==> config.mk <==
export PLATFORM = sky130hd
export DESIGN_NAME = arq_flow_engine_flat
export DESIGN_NICKNAME = d
export VERILOG_FILES = /design/src/rtl/arq_flow_if.sv /design/src/rtl/arq_flow_engine.sv /design/src/flat_wrapper.sv
export SDC_FILE = /design/constraint.sdc
export NUM_CORES = 1
export LEC_CHECK = 0
export ABC_CLOCK_PERIOD_IN_PS = 3500
export BUFFER_PORTS_ARGS = -buffer_cell sky130_fd_sc_hd__buf_2
export CAP_MARGIN = 20
export CELL_PAD_IN_SITES_DETAIL_PLACEMENT = 0
export CELL_PAD_IN_SITES_GLOBAL_PLACEMENT = 1
export CORE_ASPECT_RATIO = 1.4
export CORE_MARGIN = 2
export CORE_UTILIZATION = 45
export DETAILED_ROUTE_END_ITERATION = 16
export HOLD_SLACK_MARGIN = 0.02
export PLACE_DENSITY = 0.83
export SLEW_MARGIN = 5
export SYNTH_ARGS = -nofsm -noshare
export SYNTH_HDL_FRONTEND = slang
export SYNTH_SLANG_ARGS = --single-unit
==> constraint.sdc <==
create_clock -name clk_6M -period 3.5 [get_ports clk_6M]
set_input_delay 0 -clock clk_6M [delete_from_list [all_inputs] [get_ports clk_6M]]
set_output_delay 0 -clock clk_6M [all_outputs]
set_load 0.1 [all_outputs]
==> src/rtl/arq_flow_if.sv <==
// ---------------------------------------------------------------------------
// arq_flow_if
// Bundles the header decoder/encoder strobes and the per-LT ARQ state
// outputs that connect to arq_flow_engine.
//   master : header codec side (drives strobes, reads ARQ state)
//   slave  : arq_flow_engine
// Parameters: NLT entries, AW-bit LT_ADDR index.
// ---------------------------------------------------------------------------
interface arq_flow_if #(
  parameter int NLT = 8,
  parameter int AW  = 3
);
  logic           link_init_p;
  logic [AW-1:0]  link_lt;
  logic           is_master;
  logic           tx_hdr_p;
  logic [AW-1:0]  tx_lt;
  logic           tx_data;
  logic           rx_hdr_p;
  logic           rx_hdr_ok;
  logic           rx_addressed;
  logic [AW-1:0]  rx_lt;
  logic           rx_data;
  logic           rx_seqn;
  logic           rx_arqn;
  logic           rx_flow;
  logic           rx_py_end_p;
  logic           rx_py_ok;
  logic           rx_notrig_p;
  logic           flush_p;
  logic [AW-1:0]  flush_lt;
  logic [NLT-1:0] tx_seqn;
  logic [NLT-1:0] tx_arqn;
  logic [NLT-1:0] seqn_old;
  logic [NLT-1:0] rem_flow;
  logic [1:0]     tx_sel;
  logic           rx_accept_p;
  logic           flush_done_p;

  modport master (
    output link_init_p, link_lt, is_master, tx_hdr_p, tx_lt, tx_data,
           rx_hdr_p, rx_hdr_ok, rx_addressed, rx_lt, rx_data, rx_seqn,
           rx_arqn, rx_flow, rx_py_end_p, rx_py_ok, rx_notrig_p,
           flush_p, flush_lt,
    input  tx_seqn, tx_arqn, seqn_old, rem_flow, tx_sel, rx_accept_p,
           flush_done_p
  );

  modport slave (
    input  link_init_p, link_lt, is_master, tx_hdr_p, tx_lt, tx_data,
           rx_hdr_p, rx_hdr_ok, rx_addressed, rx_lt, rx_data, rx_seqn,
           rx_arqn, rx_flow, rx_py_end_p, rx_py_ok, rx_notrig_p,
           flush_p, flush_lt,
    output tx_seqn, tx_arqn, seqn_old, rem_flow, tx_sel, rx_accept_p,
           flush_done_p
  );
endinterface

==> src/rtl/arq_flow_engine.sv <==
// ---------------------------------------------------------------------------
// arq_flow_engine
// Per-logical-transport ARQ/SEQN/FLOW engine. Keeps TX SEQN, RX SEQN_old,
// outgoing ARQN, remote FLOW, last received ARQN and flush state per LT_ADDR,
// picks new/old/zero-length payload at each TX header and evaluates RX
// header/payload events.
// Ports:
//   clk_6M   baseband clock
//   rstz     asynchronous active-low reset
//   bus      arq_flow_if.slave (strobes in, per-LT state and pulses out)
// Optional build macro: ARQ_RTX_LIMIT_EN -- per-LT retransmit counters that
//   force a flush after MAX_RTX old-payload decisions (MAX_RTX=0 disables).
//
// RX payload state:
//   state      | meaning
//   RX_IDLE    | no payload pending
//   RX_WAIT_PY | new-SEQN header accepted for pend_r, waiting for payload end
// ---------------------------------------------------------------------------
module arq_flow_engine #(
  parameter int NLT     = 8,
  parameter int AW      = 3,
  parameter int RTX_W   = 4,
  parameter int MAX_RTX = 15
) (
  input logic       clk_6M,
  input logic       rstz,
  arq_flow_if.slave bus
);

  if (NLT > 2**AW || RTX_W < 1 || MAX_RTX < 0 || MAX_RTX >= 2**RTX_W) begin : g_bad_cfg
    $error("arq_flow_engine: inconsistent parameters");
  end

  typedef enum logic [0:0] {RX_IDLE, RX_WAIT_PY} rx_state_t;

  rx_state_t      rx_state;
  logic [AW-1:0]  pend_r;
  logic           pend_seqn;
  logic [AW-1:0]  last_tx_lt;
  logic [NLT-1:0] tx_seqn, tx_arqn, seqn_old, rem_flow;
  logic [NLT-1:0] ack_seen, flush_pend, flush_hold;
  logic [1:0]     tx_sel;
  logic           rx_accept_p, flush_done_p;

  logic [NLT-1:0] seqn_n, arqn_n, old_n, flow_n, ack_n, fp_n, hold_n;
  logic [1:0]     sel_n;
  logic           acc_n, done_n;
  logic [AW-1:0]  last_n;

`ifdef ARQ_RTX_LIMIT_EN
  localparam logic [RTX_W-1:0] RTX_LIMIT = RTX_W'(MAX_RTX);
  logic [RTX_W-1:0] rtx   [NLT];
  logic [RTX_W-1:0] rtx_n [NLT];
`endif

  function automatic logic [NLT-1:0] onehot(input logic [AW-1:0] idx);
    logic [NLT-1:0] v;
    v = '0;
    for (int i = 0; i < NLT; i++)
      if (idx == AW'(i)) v[i] = 1'b1;
    return v;
  endfunction

  logic [NLT-1:0] init_oh, rx_oh, tx_oh, py_oh, miss_m, flush_req;
  logic [NLT-1:0] m_notrig, m_hdr, m_py, m_tx, busy2, busy3, busy4, busy5;
  logic           go_notrig, go_hdr, go_py, go_tx, py_arm, rx_dup, rx_new;

  // Each strobe claims the entries it touches; a lower-priority strobe that
  // overlaps an already-claimed entry is dropped (flushes are held instead).
  always_comb begin
    init_oh   = bus.link_init_p ? onehot(bus.link_lt) : '0;
    rx_oh     = onehot(bus.rx_lt);
    tx_oh     = onehot(bus.tx_lt);
    py_oh     = onehot(pend_r);
    miss_m    = bus.is_master ? onehot(last_tx_lt) : '1;
    rx_dup    = (bus.rx_seqn == |(seqn_old & rx_oh));
    rx_new    = bus.rx_hdr_ok & bus.rx_addressed & bus.rx_data & !rx_dup;
    // A header in the same cycle supersedes any pending payload.
    py_arm    = bus.rx_py_end_p & (rx_state == RX_WAIT_PY) & !bus.rx_hdr_p;

    m_notrig  = bus.rx_notrig_p ? miss_m : '0;
    m_hdr     = !bus.rx_hdr_p      ? '0 :
                !bus.rx_hdr_ok     ? miss_m :
                bus.rx_addressed   ? rx_oh : '0;
    m_py      = py_arm ? py_oh : '0;
    m_tx      = (bus.tx_hdr_p & bus.tx_data) ? tx_oh : '0;

    go_notrig = bus.rx_notrig_p && ((m_notrig & init_oh) == '0);
    busy2     = init_oh | (go_notrig ? m_notrig : '0);
    go_hdr    = bus.rx_hdr_p && ((m_hdr & busy2) == '0);
    busy3     = busy2 | (go_hdr ? m_hdr : '0);
    go_py     = py_arm && ((m_py & busy3) == '0);
    busy4     = busy3 | (go_py ? m_py : '0);
    go_tx     = bus.tx_hdr_p && ((m_tx & busy4) == '0);
    busy5     = busy4 | (go_tx ? m_tx : '0);
    flush_req = flush_hold | (bus.flush_p ? onehot(bus.flush_lt) : '0);
  end

  always_comb begin
    seqn_n = tx_seqn;
    arqn_n = tx_arqn;
    old_n  = seqn_old;
    flow_n = rem_flow;
    ack_n  = ack_seen;
    fp_n   = flush_pend;
    sel_n  = tx_sel;
    last_n = last_tx_lt;
    acc_n  = 1'b0;
    done_n = 1'b0;
`ifdef ARQ_RTX_LIMIT_EN
    rtx_n  = rtx;
    for (int i = 0; i < NLT; i++)
      if (init_oh[i]) rtx_n[i] = '0;
`endif

    seqn_n &= ~init_oh;
    old_n  &= ~init_oh;
    arqn_n &= ~init_oh;
    fp_n   &= ~init_oh;
    flow_n |= init_oh;
    ack_n  |= init_oh;

    if (go_notrig) arqn_n &= ~miss_m;

    if (go_hdr) begin
      if (!bus.rx_hdr_ok) begin
        arqn_n &= ~miss_m;
      end else if (bus.rx_addressed) begin
        ack_n  = bus.rx_arqn ? (ack_n | rx_oh) : (ack_n & ~rx_oh);
        flow_n = bus.rx_flow ? (flow_n | rx_oh) : (flow_n & ~rx_oh);
        if (bus.rx_data && rx_dup) arqn_n |= rx_oh;
      end
    end

    if (go_py) begin
      if (bus.rx_py_ok) begin
        old_n  = pend_seqn ? (old_n | py_oh) : (old_n & ~py_oh);
        arqn_n |= py_oh;
        acc_n  = 1'b1;
      end else begin
        arqn_n &= ~py_oh;
      end
    end

    if (bus.tx_hdr_p) begin
      sel_n = 2'b00;
      if (go_tx) begin
        last_n = bus.tx_lt;
        if (bus.tx_data) begin
          if (|(flush_pend & tx_oh)) begin
            sel_n  = 2'b11;
            seqn_n ^= tx_oh;
            fp_n   &= ~tx_oh;
            done_n = 1'b1;
`ifdef ARQ_RTX_LIMIT_EN
            for (int i = 0; i < NLT; i++) if (tx_oh[i]) rtx_n[i] = '0;
`endif
          end else if (|(ack_seen & rem_flow & tx_oh)) begin
            sel_n  = 2'b01;
            seqn_n ^= tx_oh;
`ifdef ARQ_RTX_LIMIT_EN
            for (int i = 0; i < NLT; i++) if (tx_oh[i]) rtx_n[i] = '0;
`endif
          end else begin
            sel_n = 2'b10;
`ifdef ARQ_RTX_LIMIT_EN
            for (int i = 0; i < NLT; i++) begin
              if (tx_oh[i]) begin
                if (rtx[i] != '1) rtx_n[i] = rtx[i] + 1'b1;
                if (MAX_RTX != 0 && rtx_n[i] == RTX_LIMIT) fp_n[i] = 1'b1;
              end
            end
`endif
          end
        end
      end
    end

    fp_n   |= flush_req & ~busy5;
    hold_n  = flush_req & busy5;
  end

  always_ff @(posedge clk_6M or negedge rstz) begin
    if (!rstz) begin
      rx_state     <= RX_IDLE;
      pend_r       <= '0;
      pend_seqn    <= 1'b0;
      last_tx_lt   <= '0;
      tx_seqn      <= '0;
      tx_arqn      <= '0;
      seqn_old     <= '0;
      rem_flow     <= '1;
      ack_seen     <= '1;
      flush_pend   <= '0;
      flush_hold   <= '0;
      tx_sel       <= 2'b00;
      rx_accept_p  <= 1'b0;
      flush_done_p <= 1'b0;
`ifdef ARQ_RTX_LIMIT_EN
      for (int i = 0; i < NLT; i++) rtx[i] <= '0;
`endif
    end else begin
      tx_seqn      <= seqn_n;
      tx_arqn      <= arqn_n;
      seqn_old     <= old_n;
      rem_flow     <= flow_n;
      ack_seen     <= ack_n;
      flush_pend   <= fp_n;
      flush_hold   <= hold_n;
      tx_sel       <= sel_n;
      last_tx_lt   <= last_n;
      rx_accept_p  <= acc_n;
      flush_done_p <= done_n;
`ifdef ARQ_RTX_LIMIT_EN
      rtx          <= rtx_n;
`endif
      case (rx_state)
        RX_IDLE: begin
          if (bus.rx_hdr_p && go_hdr && rx_new) begin
            rx_state  <= RX_WAIT_PY;
            pend_r    <= bus.rx_lt;
            pend_seqn <= bus.rx_seqn;
          end
        end
        RX_WAIT_PY: begin
          if (bus.rx_hdr_p) begin
            if (go_hdr && rx_new) begin
              pend_r    <= bus.rx_lt;
              pend_seqn <= bus.rx_seqn;
            end else begin
              rx_state <= RX_IDLE;
            end
          end else if (py_arm) begin
            rx_state <= RX_IDLE;
          end
        end
        default: rx_state <= RX_IDLE;
      endcase
    end
  end

  assign bus.tx_seqn      = tx_seqn;
  assign bus.tx_arqn      = tx_arqn;
  assign bus.seqn_old     = seqn_old;
  assign bus.rem_flow     = rem_flow;
  assign bus.tx_sel       = tx_sel;
  assign bus.rx_accept_p  = rx_accept_p;
  assign bus.flush_done_p = flush_done_p;

endmodule

==> src/flat_wrapper.sv <==
// flat-port wrapper written by rule: the top's interface ports become plain ports
module arq_flow_engine_flat 
#(
  parameter int NLT     = 8,
  parameter int AW      = 3,
  parameter int RTX_W   = 4,
  parameter int MAX_RTX = 15
)
  (clk_6M, rstz, bus_link_init_p, bus_link_lt, bus_is_master, bus_tx_hdr_p, bus_tx_lt, bus_tx_data, bus_rx_hdr_p, bus_rx_hdr_ok, bus_rx_addressed, bus_rx_lt, bus_rx_data, bus_rx_seqn, bus_rx_arqn, bus_rx_flow, bus_rx_py_end_p, bus_rx_py_ok, bus_rx_notrig_p, bus_flush_p, bus_flush_lt, bus_tx_seqn, bus_tx_arqn, bus_seqn_old, bus_rem_flow, bus_tx_sel, bus_rx_accept_p, bus_flush_done_p);
  arq_flow_if #(.NLT(NLT), .AW(AW)) bus_i ();
  input logic clk_6M;
  input logic rstz;
  input wire logic [$bits(bus_i.link_init_p)-1:0] bus_link_init_p;
  input wire logic [$bits(bus_i.link_lt)-1:0] bus_link_lt;
  input wire logic [$bits(bus_i.is_master)-1:0] bus_is_master;
  input wire logic [$bits(bus_i.tx_hdr_p)-1:0] bus_tx_hdr_p;
  input wire logic [$bits(bus_i.tx_lt)-1:0] bus_tx_lt;
  input wire logic [$bits(bus_i.tx_data)-1:0] bus_tx_data;
  input wire logic [$bits(bus_i.rx_hdr_p)-1:0] bus_rx_hdr_p;
  input wire logic [$bits(bus_i.rx_hdr_ok)-1:0] bus_rx_hdr_ok;
  input wire logic [$bits(bus_i.rx_addressed)-1:0] bus_rx_addressed;
  input wire logic [$bits(bus_i.rx_lt)-1:0] bus_rx_lt;
  input wire logic [$bits(bus_i.rx_data)-1:0] bus_rx_data;
  input wire logic [$bits(bus_i.rx_seqn)-1:0] bus_rx_seqn;
  input wire logic [$bits(bus_i.rx_arqn)-1:0] bus_rx_arqn;
  input wire logic [$bits(bus_i.rx_flow)-1:0] bus_rx_flow;
  input wire logic [$bits(bus_i.rx_py_end_p)-1:0] bus_rx_py_end_p;
  input wire logic [$bits(bus_i.rx_py_ok)-1:0] bus_rx_py_ok;
  input wire logic [$bits(bus_i.rx_notrig_p)-1:0] bus_rx_notrig_p;
  input wire logic [$bits(bus_i.flush_p)-1:0] bus_flush_p;
  input wire logic [$bits(bus_i.flush_lt)-1:0] bus_flush_lt;
  output wire logic [$bits(bus_i.tx_seqn)-1:0] bus_tx_seqn;
  output wire logic [$bits(bus_i.tx_arqn)-1:0] bus_tx_arqn;
  output wire logic [$bits(bus_i.seqn_old)-1:0] bus_seqn_old;
  output wire logic [$bits(bus_i.rem_flow)-1:0] bus_rem_flow;
  output wire logic [$bits(bus_i.tx_sel)-1:0] bus_tx_sel;
  output wire logic [$bits(bus_i.rx_accept_p)-1:0] bus_rx_accept_p;
  output wire logic [$bits(bus_i.flush_done_p)-1:0] bus_flush_done_p;
  assign bus_i.link_init_p = bus_link_init_p;
  assign bus_i.link_lt = bus_link_lt;
  assign bus_i.is_master = bus_is_master;
  assign bus_i.tx_hdr_p = bus_tx_hdr_p;
  assign bus_i.tx_lt = bus_tx_lt;
  assign bus_i.tx_data = bus_tx_data;
  assign bus_i.rx_hdr_p = bus_rx_hdr_p;
  assign bus_i.rx_hdr_ok = bus_rx_hdr_ok;
  assign bus_i.rx_addressed = bus_rx_addressed;
  assign bus_i.rx_lt = bus_rx_lt;
  assign bus_i.rx_data = bus_rx_data;
  assign bus_i.rx_seqn = bus_rx_seqn;
  assign bus_i.rx_arqn = bus_rx_arqn;
  assign bus_i.rx_flow = bus_rx_flow;
  assign bus_i.rx_py_end_p = bus_rx_py_end_p;
  assign bus_i.rx_py_ok = bus_rx_py_ok;
  assign bus_i.rx_notrig_p = bus_rx_notrig_p;
  assign bus_i.flush_p = bus_flush_p;
  assign bus_i.flush_lt = bus_flush_lt;
  assign bus_tx_seqn = bus_i.tx_seqn;
  assign bus_tx_arqn = bus_i.tx_arqn;
  assign bus_seqn_old = bus_i.seqn_old;
  assign bus_rem_flow = bus_i.rem_flow;
  assign bus_tx_sel = bus_i.tx_sel;
  assign bus_rx_accept_p = bus_i.rx_accept_p;
  assign bus_flush_done_p = bus_i.flush_done_p;
  arq_flow_engine #(.NLT(NLT), .AW(AW), .RTX_W(RTX_W), .MAX_RTX(MAX_RTX)) u_core (.clk_6M(clk_6M), .rstz(rstz), .bus(bus_i));
endmodule
==> metrics <==
Critical Path Stages 8; post-route ant nets 0; hold slack 38.5 ps; CTS tree done; area occupied by multi-input gates 2940 µm²; drt total wl 17600 µm; P&R area growth vs syn 15.7%; clock tree sinks 68; Synth area leaders dfrtp_1, dfstp_2, nand2_1; CTS Buffer Depth 2; Rows 45; ANT cells 0; DP Wirelength 13300 µm; post-synth top area cell dfrtp_1; R2R Path End u_core.last_tx_lt[1]; setup TNS 0 ps; DRC 0; vias in the first global route 4630; Reg2Reg Launch Point u_core.last_tx_lt[0]; Req. time, crit path 3730 ps; Yosys cell types 83; Die Area 11900 µm²; status complete, no violations; core footprint 10800 µm²; clock network power share 28.0%; crit path buf inv count 0; CP Max Fanout 17; Slew headroom 52.1%; Vias/cell 6.21; crit-path max cell delay 640 ps; GP Congestion 1.01; Crit Path Class register to register; count of final setup violators 0; achievable frequency 310 MHz; Arr. time, crit path 3460 ps; Synth Warn # 0; Worst Hold Launch bus_rx_lt[1]; IO Pins 65; P per Cell Area 533 nW/µm²; Internal Power 1.70 mW; Seq cells post-synth 68; first-pass GRT wire length 26500 µm; initial antenna violation count 0; FFs w/ async S/R, synth 100%; post-CTS sizing 0; worst vdd ir 269 µV; Die Y 128 µm; switching fraction of total power 44.5%; top_reg_cell synth dfrtp_1; Synth top area share 26.2%; crit-path cells or3b_1 > a21oi_1 > nor4_2 > and3_1 > a21oi_2 > a22oi_2 > nand4_2 > mux2_1; Worst Setup EP u_core.last_tx_lt[1]; Die X-Extent 92.8 µm; Worst Setup SP u_core.last_tx_lt[0]; max-slew violation count 0; PortBufs 64; clock root buffer clkbuf_16; CP top delay family simple AND/OR/NAND/NOR gates; GRT overflow 0; total track usage 30.2%; largest net degree at the start of global routing 39; Final Cycle Share 92.2%; Leak 2.43 nW; Skew-Pair Late Insertion Delay 350 ps; routed len/inst 23.1 µm; Tmin final 3230 ps; Initial Util 45.9%; crit end category register; total vias in the final route 4739; Fillers 1060; WHS Path Cells 3; Reg2Reg Setup Slack 270 ps; number of synthesized flops with an enable pin 0; Post-CTS Setup Bufs 0; FF-to-FF path depth 8; register area share after synthesis 34.7%; endpoints failing hold 0; maxcap violations 0; sequential share of power 34.0%; TritonRoute pass-1 iters 5; slowest CP cell dfrtp_1; Gate power share 38.0%; Startpoint Class register; RSZ-0062 raised after global routing false; commonest non-fill, non-tap cells in the layout buf_2, nand2_1, dfrtp_1; Seq. cell area 1720 µm²; Post-Syn Nets 583; HP Class input pin to register; Sw Pwr 1.36 mW; mapped cell area 4960 µm²; syn avg cell area 8.96 µm²; Worst-Margin Slew 712 ps; cts bufs inserted 9; share of layout cells above drive strength 1 25.1%; commonest non-fill, non-tap cell in the layout buf_2; Iter 0 DRT Violations 336; cell count after synthesis 554; Nets 646; clk_skew 5.11 ps; clock-pin slew on the worst setup and hold paths 60 ps; H-tree depth 3
==> synth_stat cells (4+ instances only) <==
cell,number
a211oi_1,10
a21boi_0,6
a21oi_1,20
a221oi_1,8
a22o_1,4
a22oi_1,11
a31o_2,4
a31oi_1,9
and2_1,13
and3_1,5
buf_2,14
buf_4,6
buf_6,6
clkbuf_1,16
dfrtp_1,52
dfstp_2,16
inv_1,14
mux2_2,4
mux2i_1,21
nand2_1,62
nand2b_1,8
nand3_1,16
nand3b_1,4
nand4_1,10
nand4b_1,7
nor2_1,35
nor2b_1,21
nor3_1,12
nor3b_1,5
o211ai_1,14
o21a_1,5
o21ai_0,23
o22ai_1,6
o31ai_1,6
xor2_1,12
==> how the worst min path moves through the flow <==
stage / to / slack [ps]
floorplan: u_core.bus.flush_done_p / -300
detailed placement: u_core.flush_pend[0] / -70
finish: u_core.pend_r[1] / 40
global placement: u_core.pend_seqn / 230
CTS: u_core.pend_r[1] / 30
global route: u_core.pend_r[1] / 60
==> cells by family after synthesis <==
group / after synthesis / share of synthesized area, %
and+or+nand+nor: 229 / 25.9
AOI/OAI and AO/OA: 156 / 23.9
DFF: 68 / 34.7
buffers and inverters: 57 / 6.03
muxes: 31 / 7.19
xor gates and xnor gates: 13 / 2.29
==> metrics by stage <==
| step | setup WS, ps | util (%) | instance area [µm²] | cells | power, mW |
|---|---|---|---|---|---|
| 6_report | 273 | 53.1 | 5740 | 763 | 3.06 |
| 3_5_place_dp | 361 | 50.1 | 5420 | 742 | 2.19 |
| 3_3_place_gp | 389 | 49.9 | 5400 | 741 | 2.18 |
| 4_1_cts | 341 | 53.1 | 5740 | 763 | 3.05 |
| 2_1_floorplan | 845 | - | 4960 | 554 | 1.90 |
| 5_1_grt | 174 | 53.1 | 5740 | 763 | 3.17 |
==> power by group through the flow <==
stage / sequential, mW / combinational [mW] / clock [mW]
finish: 1.04 / 1.16 / 0.858
global placement: 1.04 / 1.13 / 0
global route: 1.05 / 1.23 / 0.888
detailed placement: 1.05 / 1.14 / 0
CTS: 1.04 / 1.15 / 0.864
floorplan: 1.39 / 0.507 / 0
==> what timing repair did <==
item | in CTS | in global routing
hold buffers | 5 | 0
endpoints found under the setup margin | 0 | 0
endpoints found under the hold margin | 59 | 0
==> routing by layer <==
layer	part of all wire, %	vias to the layer above	track usage [%]
met4	5.2	0	19.1
met2	50	199	51.2
li1	-	2196	-
met5	0	-	0
met3	5.4	54	3.94
met1	39	2290	35.9
==> tightest hold or removal path, stage by stage <==
cell	delay, ps
buf_2	180
nand2_1	90
o21ai_0	70
==> final cells by class <==
type | instances | area share, %
inverters | 15 | 0.980
clock inverters | 7 | 0.893
repair buffers | 94 | 9.93
multi-input cells | 429 | 51.2
clock buffers | 9 | 3.92
flip-flops and latches | 68 | 30.0
well taps | 141 | 3.07
==> registers in the layout, indices dropped and copies added (netlist names), 2 cells and up <==
signal and flops:
u_core.ack_seen 8, u_core.bus.rem_flow 8, u_core.bus.seqn_old 8, u_core.bus.tx_arqn 8
u_core.bus.tx_sel 2, u_core.bus.tx_seqn 8, u_core.flush_hold 8, u_core.flush_pend 8
u_core.last_tx_lt 3, u_core.pend_r 3
(Power assumes the default switching activity.)
